### src/rtl/tcbnn_axis_pkg.sv
// Shared AXI-Stream geometry and FSM state type for the binary NN core datapath
// (byte packer, core input and result collector).
package tcbnn_axis_pkg;

  localparam int DATA_WIDTH  = 32;
  localparam int BYTE_WIDTH  = 8;
  localparam int LANES       = DATA_WIDTH / BYTE_WIDTH;
  localparam int FRAME_BYTES = 784;
  localparam int BEATS       = FRAME_BYTES / LANES;

  typedef enum logic [0:0] {
    COLLECT = 1'b0,
    HOLD    = 1'b1
  } axis_state_e;

  // Counter width that stays legal (>= 1 bit) even for a range of one.
  function automatic int cnt_width(input int n);
    return (n > 1) ? $clog2(n) : 1;
  endfunction

endpackage

### src/rtl/axis_beat_counter.sv
// Counts handshaked beats within a frame, flags the final beat and pulses
// frame_done for one cycle after that final beat completes.
module axis_beat_counter #(
  parameter int BEATS = tcbnn_axis_pkg::BEATS,
  parameter int CNT_W = tcbnn_axis_pkg::cnt_width(tcbnn_axis_pkg::BEATS)
) (
  input  logic clk,
  input  logic rst,
  input  logic clr,
  input  logic beat_fire,
  output logic is_last,
  output logic frame_done
);

  logic [CNT_W-1:0] beat_cnt_q;
  logic [CNT_W-1:0] beat_cnt_d;
  logic             frame_done_q;
  logic             frame_done_d;

  assign is_last    = (beat_cnt_q == CNT_W'(BEATS - 1));
  assign frame_done = frame_done_q;

  always_comb begin
    beat_cnt_d   = beat_cnt_q;
    frame_done_d = 1'b0;
    if (clr) begin
      beat_cnt_d   = '0;
      frame_done_d = 1'b0;
    end else if (beat_fire) begin
      if (is_last) begin
        beat_cnt_d   = '0;
        frame_done_d = 1'b1;
      end else begin
        beat_cnt_d   = beat_cnt_q + CNT_W'(1);
        frame_done_d = 1'b0;
      end
    end else begin
      beat_cnt_d   = beat_cnt_q;
      frame_done_d = 1'b0;
    end
  end

  always_ff @(posedge clk or posedge rst) begin
    if (rst) begin
      beat_cnt_q   <= '0;
      frame_done_q <= 1'b0;
    end else begin
      beat_cnt_q   <= beat_cnt_d;
      frame_done_q <= frame_done_d;
    end
  end

endmodule

### src/rtl/img_axis_packer.sv
// Packs a byte-wide pixel stream into LANES-byte AXI-Stream beats (lane 0 first)
// and marks the last beat of every FRAME_BYTES-byte image.
module img_axis_packer #(
  parameter int DATA_WIDTH  = tcbnn_axis_pkg::DATA_WIDTH,
  parameter int BYTE_WIDTH  = tcbnn_axis_pkg::BYTE_WIDTH,
  parameter int FRAME_BYTES = tcbnn_axis_pkg::FRAME_BYTES
) (
  input  logic                  axi_clk,
  input  logic                  axi_reset,
  input  logic                  flush,
  input  logic                  in_valid,
  input  logic [BYTE_WIDTH-1:0] in_data,
  output logic                  in_ready,
  output logic                  m_axis_valid,
  output logic [DATA_WIDTH-1:0] m_axis_data,
  input  logic                  m_axis_ready,
  output logic                  m_axis_last,
  output logic                  frame_done
);

  import tcbnn_axis_pkg::*;

  localparam int NUM_LANES = DATA_WIDTH / BYTE_WIDTH;
  localparam int NUM_BEATS = FRAME_BYTES / NUM_LANES;
  localparam int LANE_W    = cnt_width(NUM_LANES);
  localparam int BEAT_W    = cnt_width(NUM_BEATS);

  axis_state_e           state_q;
  axis_state_e           state_d;
  logic [LANE_W-1:0]     lane_cnt_q;
  logic [LANE_W-1:0]     lane_cnt_d;
  logic [DATA_WIDTH-1:0] data_q;
  logic [DATA_WIDTH-1:0] data_d;
  logic                  valid_q;
  logic                  valid_d;
  logic                  last_q;
  logic                  last_d;
  logic                  run_q;
  logic                  in_ready_s;
  logic                  byte_fire_s;
  logic                  beat_fire_s;
  logic                  beat_is_last_s;

  // run_q keeps in_ready low while reset is held and for the first edge after.
  assign in_ready_s  = run_q & ~flush & ((state_q == COLLECT) | m_axis_ready);
  assign byte_fire_s = in_valid & in_ready_s;
  assign beat_fire_s = valid_q & m_axis_ready;

  assign in_ready     = in_ready_s;
  assign m_axis_valid = valid_q;
  assign m_axis_data  = data_q;
  assign m_axis_last  = last_q;

  axis_beat_counter #(
    .BEATS (NUM_BEATS),
    .CNT_W (BEAT_W)
  ) u_beat_counter (
    .clk        (axi_clk),
    .rst        (axi_reset),
    .clr        (flush),
    .beat_fire  (beat_fire_s),
    .is_last    (beat_is_last_s),
    .frame_done (frame_done)
  );

  always_comb begin
    state_d    = state_q;
    lane_cnt_d = lane_cnt_q;
    data_d     = data_q;
    valid_d    = valid_q;
    last_d     = last_q;
    if (flush) begin
      state_d    = COLLECT;
      lane_cnt_d = '0;
      data_d     = '0;
      valid_d    = 1'b0;
      last_d     = 1'b0;
    end else begin
      case (state_q)
        COLLECT: begin
          if (byte_fire_s) begin
            data_d[int'(lane_cnt_q)*BYTE_WIDTH +: BYTE_WIDTH] = in_data;
            if (lane_cnt_q == LANE_W'(NUM_LANES - 1)) begin
              lane_cnt_d = '0;
              state_d    = HOLD;
              valid_d    = 1'b1;
              last_d     = beat_is_last_s;
            end else begin
              lane_cnt_d = lane_cnt_q + LANE_W'(1);
            end
          end else begin
            lane_cnt_d = lane_cnt_q;
          end
        end
        HOLD: begin
          if (beat_fire_s) begin
            valid_d = 1'b0;
            last_d  = 1'b0;
            state_d = COLLECT;
            // A byte taken on the handshake cycle already starts the next word.
            if (byte_fire_s) begin
              data_d[BYTE_WIDTH-1:0] = in_data;
              lane_cnt_d             = LANE_W'(1);
            end else begin
              lane_cnt_d = '0;
            end
          end else begin
            state_d = HOLD;
          end
        end
        default: begin
          state_d    = COLLECT;
          lane_cnt_d = '0;
          valid_d    = 1'b0;
          last_d     = 1'b0;
        end
      endcase
    end
  end

  always_ff @(posedge axi_clk or posedge axi_reset) begin
    if (axi_reset) begin
      state_q    <= COLLECT;
      lane_cnt_q <= '0;
      data_q     <= '0;
      valid_q    <= 1'b0;
      last_q     <= 1'b0;
      run_q      <= 1'b0;
    end else begin
      state_q    <= state_d;
      lane_cnt_q <= lane_cnt_d;
      data_q     <= data_d;
      valid_q    <= valid_d;
      last_q     <= last_d;
      run_q      <= 1'b1;
    end
  end

endmodule

### config.mk
export PLATFORM = sky130hd
export DESIGN_NAME = img_axis_packer
export DESIGN_NICKNAME = d
export VERILOG_FILES = /design/src/rtl/tcbnn_axis_pkg.sv /design/src/rtl/axis_beat_counter.sv /design/src/rtl/img_axis_packer.sv
export SDC_FILE = /design/constraint.sdc
export NUM_CORES = 1
export LEC_CHECK = 0
export BUFFER_PORTS_ARGS = -buffer_cell sky130_fd_sc_hd__buf_2
export CAP_MARGIN = 20
export CELL_PAD_IN_SITES_DETAIL_PLACEMENT = 1
export CELL_PAD_IN_SITES_GLOBAL_PLACEMENT = 2
export CORE_AREA = 2 2 91 93
export CTS_CLUSTER_SIZE = 14
export DETAILED_ROUTE_END_ITERATION = 8
export DIE_AREA = 0 0 93 95
export PLACE_DENSITY = 0.76
export RECOVER_POWER = 25
export SKIP_CTS_REPAIR_TIMING = 1
export SYNTH_ARGS = -nofsm -noshare
export SYNTH_HDL_FRONTEND = slang
export SYNTH_SLANG_ARGS = --single-unit
export TNS_END_PERCENT = 100
### constraint.sdc
create_clock -name axi_clk -period 1.9 [get_ports axi_clk]
set_input_delay 0.38 -clock axi_clk [delete_from_list [all_inputs] [get_ports axi_clk]]
set_output_delay 0.38 -clock axi_clk [all_outputs]
set_load 0.02 [all_outputs]
==> reports/qor.yml, run 1 <==
fin_total_pwr_uw: 1971
layout_commonest_cell: "buf_2"
setup_viol: 0
yosys-mux-area-fraction: 0.07440
synthCells: 208
synth_top_family_by_area: "simple AND/OR/NAND/NOR gates"
crit_required_ns: 2.15
clk_latency_ns: 0.31
layout_common_cells: "buf_2 (48), dfrtp_1 (47), inv_1 (28)"
max_cap_viol_count: 0
dieArea_um2: 8835
htreeDepth: 2
synthTopCellsByArea: "dfrtp_1 (51%), inv_1 (4.6%), mux2_2 (3.9%), mux2i_1 (3.5%), ha_1 (3.3%)"
status: "finished, final reports clean"
synthArstFlopShare: 1.000
vias_per_cell: 4.863
tightestPinTransition_ns: 0.7455
io_pins: 49
tns_ns: 0
power.share.sequential: 0.517
die_h_um: 95
cp-end-kind: "flop"
switching_share: 0.2547
grtUsageTotal: 0.1478
startpoint: "lane_cnt_q[0]$_DFFE_PP0P_"
p_leak_uw: 0.001420
cts_tree: "yes"
slew_headroom: 0.5030
numPortBuffers: 48
final-instance-count-excl-fill: 372
synthAdderAreaFrac: 0.03282
netlist_area_um2: 2287
cp.arrival_ns: 2.02
critical_path.max_fanout: 8
ir_worst_vdd_v: 0.0003774
wl_met2_um: 3102
drt-total-wl_um: 6234
ys_warn_count: 0
design_area_um2: 2815
r2r_setup_slack_ns: 0.13
synth-seq-cells: 47
post-route-min-period_ns: 1.770
syn_avg_cell_area_um2: 11.00
diodes: 0
synth_edf_count: 0
startpoint_type: "flop"
power_density_nw_per_um2: 700.0
r2r-end: "m_axis_data[20]$_DFFE_PP0P_"
grt_pass1_wl_um: 10080
p_int_uw: 1469
vias: 1809
ff2ff_path_depth: 6
wl_met1_um: 2907
ant_nets: 0
fmax_mhz: 565.0
fp.coreArea_um2: 7928
r2r_start: "lane_cnt_q[0]$_DFFE_PP0P_"
initialDrtViolationCount: 62
place_congestion: 0.7628
avgRoutedWirePerCell_um: 16.76
clkSinkCount: 47
wl_met3_um: 155
maxUsedRoutingLayer: "met4"
clockBufferDepth: 2
drive_above_1_share: 0.3034
synth_xor_area_frac: 0.003829
clock_skew_ns: 0.007257
antenna_found_initial: 0
dr.pass1.iters: 4
dpl-instance-area_um2: 2681
root_buffer: "clkbuf_8"
start_util: 0.2885
numCtsBuffers: 5
synth-main-ff-cell: "dfrtp_1"
place_inst: 362
finalCritPeriodShare: 0.9315
row_count: 33
p_switching_uw: 501.9
syn_to_final_growth_pct: 23.09
path_class: "flop to flop"
first_global_vias: 1883
critPathCapture: "m_axis_data[20]$_DFFE_PP0P_"
grt_max_degree: 30
hp-class: "input port to flop"
maxSlewViolCount: 0
clk_pin_slew_ns: 0.09
grt-ovfl-total: 0
synth-compound-area-share: 0.1422
final_nets: 285
synth_top_cell_by_area: "dfrtp_1"
die_w_um: 93
n_fill_cell: 930
final_hold_viol_count: 0
synth.distinct_cells: 45
synth_seq_area_share: 0.5142
route.detailed.drc: 0
yosys.area_share.simple: 0.1652
dp_hpwl_um: 4569
power_frac_comb: 0.093
clkPwrFrac: 0.390
synth_top_area_frac: 0.5142
syn-num-nets: 227
-- power by group through the flow --
stage	clock network, uW	logic (uW)	registers [uW]
2_1_floorplan	0	96.3	1050
3_3_place_gp	0	182	1040
3_5_place_dp	0	184	1040
4_1_cts	793	185	1020
5_1_grt	828	203	1020
6_report	769	183	1020
-- worst min path at each step --
stage | start | cells after the start | end | slack [ns]
after floorplan | u_beat_counter.beat_cnt_q[7]$_DFFE_PP0P_ | 2 | u_beat_counter.beat_cnt_q[7]$_DFFE_PP0P_ | 0.51
after global placement | axi_reset | 2 | m_axis_data[13]$_DFFE_PP0P_ | 0.28
after detailed placement | axi_reset | 2 | m_axis_data[13]$_DFFE_PP0P_ | 0.28
after CTS | axi_reset | 2 | m_axis_data[14]$_DFFE_PP0P_ | -0.05
after global routing | in_data[1] | 3 | m_axis_data[1]$_DFFE_PP0P_ | 0.36
final | in_data[1] | 3 | m_axis_data[1]$_DFFE_PP0P_ | 0.37
-- synth_stat cells, types with 2 or more instances --
cell type,instances
o21ai_0,4
or4_1,3
o32ai_1,8
nand3_1,8
o31ai_1,3
nand2_1,7
a22o_1,8
inv_1,28
clkbuf_1,2
dfrtp_1,47
a21oi_4,2
and3_1,9
and3b_1,2
nand4_1,9
buf_2,3
or3_1,3
nor2_1,5
a21oi_1,10
mux2i_1,8
nand2b_1,2
mux2_2,8
ha_1,6
-- per-layer routing --
layer | global-route usage | up-vias
met2 | 0.2421 | 26
met5 | 0 | -
met3 | 0.02474 | 5
li1 | - | 866
met4 | 0.04044 | 0
met1 | 0.2029 | 912
-- through the flow --
stage / worst slack, ns / util / hold slack, ns
detailed placement: 0.1170 / 0.3382 / 0.2837
CTS: 0.08591 / 0.3529 / -0.05153
floorplan: 0.1367 / - / 0.5118
global placement: 0.1902 / 0.3382 / 0.2773
global route: -0.004763 / 0.3551 / 0.3637
finish: 0.1302 / 0.3551 / 0.3706
-- cell families (layout without fill, tap and decap cells) --
kind of cell	after synthesis	count (layout)
AO/OA/AOI/OAI	42	42
XOR/XNOR	1	1
flip-flops	47	47
adder cells (fa/ha/maj)	6	6
other	1	1
AND/OR/NAND/NOR	59	59
multiplexers	16	16
buffers and inverters	36	95
-- flip-flops by register name (all words and copies together) (netlist names) --
register and cells:
lane_cnt_q 2, m_axis_data 32, m_axis_last 1, m_axis_valid 1, run_q 1, state_q 1
u_beat_counter.beat_cnt_q 8, u_beat_counter.frame_done 1
-- critical path: stages (launching register included) --
cell	delay (ns)
dfrtp_1	0.41
inv_1	0.17
buf_4	0.15
ha_1	0.21
nor2b_1	0.40
and3_1	0.24
mux2_2	0.15
-- layout make-up --
cell class / count / area, um2 / share of cell area
Multi-Input combinational cell: 125 / 967.2 / 0.3436
Clock inverter: 3 / 47.55 / 0.01689
Tap cell: 105 / 131.4 / 0.04667
Sequential cell: 47 / 1176 / 0.4178
Inverter: 28 / 105.1 / 0.03733
Timing Repair Buffer: 59 / 319.1 / 0.1133
Clock buffer: 5 / 68.82 / 0.02444
Note: power is estimated with default switching activity, not from simulation.
==> run 2, diff against run 1 <==
PLACE_DENSITY = 0.74   (was 0.76)
TNS_END_PERCENT = 1   (was 100)
clock period = 2.1 ns   (was 1.9 ns; I/O delays follow)
==> reports/qor.yml, run 2 (synthesized netlist as in run 1, its figures left out) <==
slew_headroom: 0.4692
avgRoutedWirePerCell_um: 16.56
place_congestion: 0.7755
rsz0062_at_grt: "no"
hp-class: "input port to async pin"
drive_above_1_share: 0.3030
maxSlewViolCount: 0
finalCritPeriodShare: 0.9032
largest_register_ffs: 32
route.detailed.drc: 0
setup_viol: 0
grt-ovfl-total: 0
final_hold_viol_count: 0
clkSinkCount: 47
dieArea_um2: 8835
path_class: "flop to flop"
tns_ns: 0
vias_per_cell: 4.943
clock_skew_ns: 0.008687
layout_commonest_cell: "buf_2"
ant_nets: 0
critPathTopFamily: "compound AO/OA/AOI/OAI gates"
clk_pin_slew_ns: 0.10
power_density_nw_per_um2: 636.4
antenna_found_initial: 0
worstPathCellList: "inv_1 -> ha_1 -> nor4b_1 -> o2111ai_1 -> o32ai_1"
cp.arrival_ns: 2.05
cp-end-kind: "flop"
htreeDepth: 2
max_cap_viol_count: 0
initialDrtViolationCount: 74
dpl-instance-area_um2: 2686
critical_path.max_fanout: 8
start_util: 0.2885
fmax_mhz: 527.2
vias: 1824
cts_tree: "yes"
drt-total-wl_um: 6110
numCtsBuffers: 5
crit_required_ns: 2.25
status: "finished, final reports clean"
clockBufferDepth: 2
die_h_um: 95
root_buffer: "clkbuf_8"
syn_to_final_growth_pct: 22.16
grt_pass1_wl_um: 9694
dr.pass1.iters: 4
ir_worst_vdd_v: 0.0002730
diodes: 0
final_nets: 282
design_area_um2: 2794
die_w_um: 93
row_count: 33
post-route-min-period_ns: 1.897
clk_latency_ns: 0.31
tightestPinTransition_ns: 0.7954
p_leak_uw: 0.001409
worst-path-buf-inv: 1
grt_max_degree: 30
fp.coreArea_um2: 7928
startpoint_type: "flop"
grtUsageTotal: 0.1421
layout_common_cells: "buf_2 (48), dfrtp_1 (47), inv_1 (28)"
numPortBuffers: 48
first_global_vias: 1843
io_pins: 49
dp_hpwl_um: 4388
cp_slowest_cell: "o2111ai_1"
slowest_delay_ns: 0.58
## run 2: cell count changes in the layout (fill, tap and decap cells not counted)
| cell | previous run | this run |
|---|---|---|
| buf_4 | 8 | 7 |
| clkbuf_1 | 1 | 0 |
| dlygate4sd3_1 | 1 | 0 |
## run 2: layout make-up
class | instances | area, um2
clock buffers | 5 | 68.82
clock inverters | 3 | 47.55
fillers | 921 | 5134
inverters | 28 | 105.1
multi-input cells | 125 | 967.2
flip-flops and latches | 47 | 1176
well taps | 105 | 131.4
repair buffers | 56 | 297.8
## run 2: metal layers
metal  vias up  track usage  wire length, um
li1        857            -                -
met1       928       0.2061             3047
met2        34       0.2168             2807
met3         5      0.02634              182
met4         0      0.04044               73
met5         -            0                0
## run 2: final timing paths
path	start	endpoint	slack [ns]	cells after the start
worst max-delay path	lane_cnt_q[1]$_DFFE_PP0P_	m_axis_data[0]$_DFFE_PP0P_	0.20	5
worst min-delay path	axi_reset	m_axis_data[11]$_DFFE_PP0P_	0.25	2
worst max register to register	lane_cnt_q[1]$_DFFE_PP0P_	m_axis_data[0]$_DFFE_PP0P_	0.20	5
worst min register to register	m_axis_data[18]$_DFFE_PP0P_	m_axis_data[18]$_DFFE_PP0P_	0.51	1
max in group asynchronous	axi_reset	m_axis_valid$_DFFE_PP0P_	0.64	3
min in group axi_clk	in_data[1]	m_axis_data[1]$_DFFE_PP0P_	0.39	3
## run 2: power breakdown
part	leakage [uW]	switching (uW)	internal, uW	total, uW
Combinational	0.000699	112	51.5	164
Clock	0.0000587	332	361	693
Sequential	0.000652	6.83	915	921
Total	0.00141	451	1330	1780
## run 2: metrics by stage
stage / hold WS, ns / power [uW] / std cells / worst slack (ns) / util
5_1_grt: 0.3034 / 1869 / 369 / 0.03762 / 0.3524
3_3_place_gp: 0.4612 / 1105 / 361 / 0.2528 / 0.3389
3_5_place_dp: 0.4713 / 1108 / 361 / 0.1502 / 0.3389
6_report: 0.2519 / 1778 / 369 / 0.2033 / 0.3524
2_1_floorplan: 0.5118 / 1036 / 208 / 0.3367 / -
4_1_cts: 0.1283 / 1819 / 369 / 0.1296 / 0.3535
## run 2: worst register-to-register path, delay by kind of cell (launching register included)
kind / cells / cell delay [ns]
AOI/OAI and AO/OA: 2 / 0.79
adders and majority gates: 1 / 0.39
buffers and inverters: 1 / 0.10
DFF: 1 / 0.39
and+or+nand+nor: 1 / 0.08
==> run 3, diff against run 2 <==
GPL_TIMING_DRIVEN = 0   (was not set)
SLEW_MARGIN = 5   (was not set)
==> reports/qor.yml, run 3 (synthesized netlist as in run 1, its figures left out) <==
setup_viol: 0
grtUsageTotal: 0.1409
place_congestion: 0.7569
io_pins: 49
clockBufferDepth: 2
place_inst: 361
dp_hpwl_um: 4363
critical_path.max_fanout: 8
ff2ff_path_depth: 5
htreeDepth: 2
gr-usage-met1: 0.2071
drt-total-wl_um: 5931
ir_worst_vdd_v: 0.0003198
die_h_um: 95
grt-ovfl-total: 0
rsz0062_at_grt: "yes"
fin_total_pwr_uw: 1777
r2r_start: "lane_cnt_q[0]$_DFFE_PP0P_"
die_w_um: 93
cp.arrival_ns: 2.14
post-route-min-period_ns: 1.940
start_util: 0.2885
clkSinkCount: 47
layout_commonest_cell: "buf_2"
drive_above_1_share: 0.3057
vias: 1820
n_fill_cell: 926
final_hold_viol_count: 0
diodes: 0
numPortBuffers: 47
final-instance-count-excl-fill: 370
numCtsBuffers: 5
largest_register_ffs: 32
use_met3: 0.02394
top_usage_layer: "met2"
avgRoutedWirePerCell_um: 16.03
status: "finished, final reports clean"
fp.coreArea_um2: 7928
tightestPinTransition_ns: 0.8997
crit_required_ns: 2.30
final_nets: 283
power_density_nw_per_um2: 633.9
clk_latency_ns: 0.31
syn_to_final_growth_pct: 22.54
first_global_vias: 1848
path_class: "flop to flop"
initialDrtViolationCount: 71
slew_headroom: 0.3995
clk_pin_slew_ns: 0.10
dieArea_um2: 8835
layout_common_cells: "buf_2 (50), dfrtp_1 (46), inv_1 (28)"
root_buffer: "clkbuf_8"
maxSlewViolCount: 0
r2r-end: "m_axis_data[7]$_DFFE_PP0P_"
multi_input_area_um2: 979.7
p_leak_uw: 0.001406
startpoint_type: "flop"
holdWs_ns: 0.2859
ant_nets: 0
layout.area.seq_um2: 1177
max_cap_viol_count: 0
row_count: 33
hp-class: "input port to async pin"
cp-end-kind: "flop"
grt_util_met2: 0.2144
route.detailed.drc: 0
dr.pass1.iters: 4
clock_skew_ns: 0.009258
vias_per_cell: 4.919
grt_pass1_wl_um: 9749
antenna_found_initial: 0
fmax_mhz: 515.3
cts_tree: "yes"
r2r_setup_slack_ns: 0.16
grt_max_degree: 26
finalCritPeriodShare: 0.9240
[run 3: changes by cell type in the layout (fill, tap and decap cells not counted)]
cell	previous run	this run
buf_4	7	2
buf_2	48	50
clkbuf_1	0	2
buf_1	0	1
buf_6	0	1
dfrtp_1	47	46
dfrtp_2	0	1
nor4b_1	1	0
nor4b_2	0	1
o2111ai_1	1	0
o2111ai_2	0	1
[run 3: layout make-up]
cell class                      count  area share
Sequential cell                    47      0.4201
Timing Repair Buffer               49     0.08839
Clock inverter                      3     0.01696
Multi-Input combinational cell    125      0.3496
Tap cell                          105     0.04687
Clock buffer                        5     0.02455
Inverter                           28     0.03750
Buffer                              8     0.01607
[run 3: worst max-delay path by stage]
stage | start | end | slack [ns] | cells after the start
after floorplan | lane_cnt_q[0]$_DFFE_PP0P_ | m_axis_data[16]$_DFFE_PP0P_ | 0.34 | 6
after global placement | axi_reset | m_axis_data[6]$_DFFE_PP0P_ | -0.17 | 2
after detailed placement | lane_cnt_q[0]$_DFFE_PP0P_ | m_axis_data[7]$_DFFE_PP0P_ | -0.04 | 5
after CTS | lane_cnt_q[0]$_DFFE_PP0P_ | m_axis_data[7]$_DFFE_PP0P_ | -0.03 | 5
after global routing | lane_cnt_q[0]$_DFFE_PP0P_ | m_axis_data[7]$_DFFE_PP0P_ | -0.02 | 5
final | lane_cnt_q[0]$_DFFE_PP0P_ | m_axis_data[7]$_DFFE_PP0P_ | 0.16 | 5
[run 3: worst max-delay path: stages (launching register included)]
cell and delay [ns]:
dfrtp_2 0.46, inv_1 0.21, ha_1 0.34, nor4b_2 0.30, o2111ai_2 0.31, o32ai_1 0.21
[run 3: report_power, final]
group          internal (uW)  switching [uW]
Clock                    361             332
Sequential               915            7.87
Combinational           49.7             111
Total                   1330             451
[run 3: routing by layer]
| metal | share of wire | up-vias |
|---|---|---|
| li1 | - | 857 |
| met1 | 0.49 | 923 |
| met2 | 0.47 | 34 |
| met3 | 0.027 | 6 |
| met4 | 0.011 | 0 |
| met5 | 0 | - |
[run 3: metrics by stage]
stage / util / setup WS (ns) / area [um2] / TNS (ns)
after floorplan: - / 0.3367 / 2287 / 0
after global placement: 0.3348 / -0.1659 / 2654 / -7.691
after detailed placement: 0.3373 / -0.03643 / 2674 / -0.1499
after CTS: 0.3520 / -0.03462 / 2790 / -0.1703
after global routing: 0.3535 / -0.01607 / 2803 / -0.01607
final: 0.3535 / 0.1595 / 2803 / 0
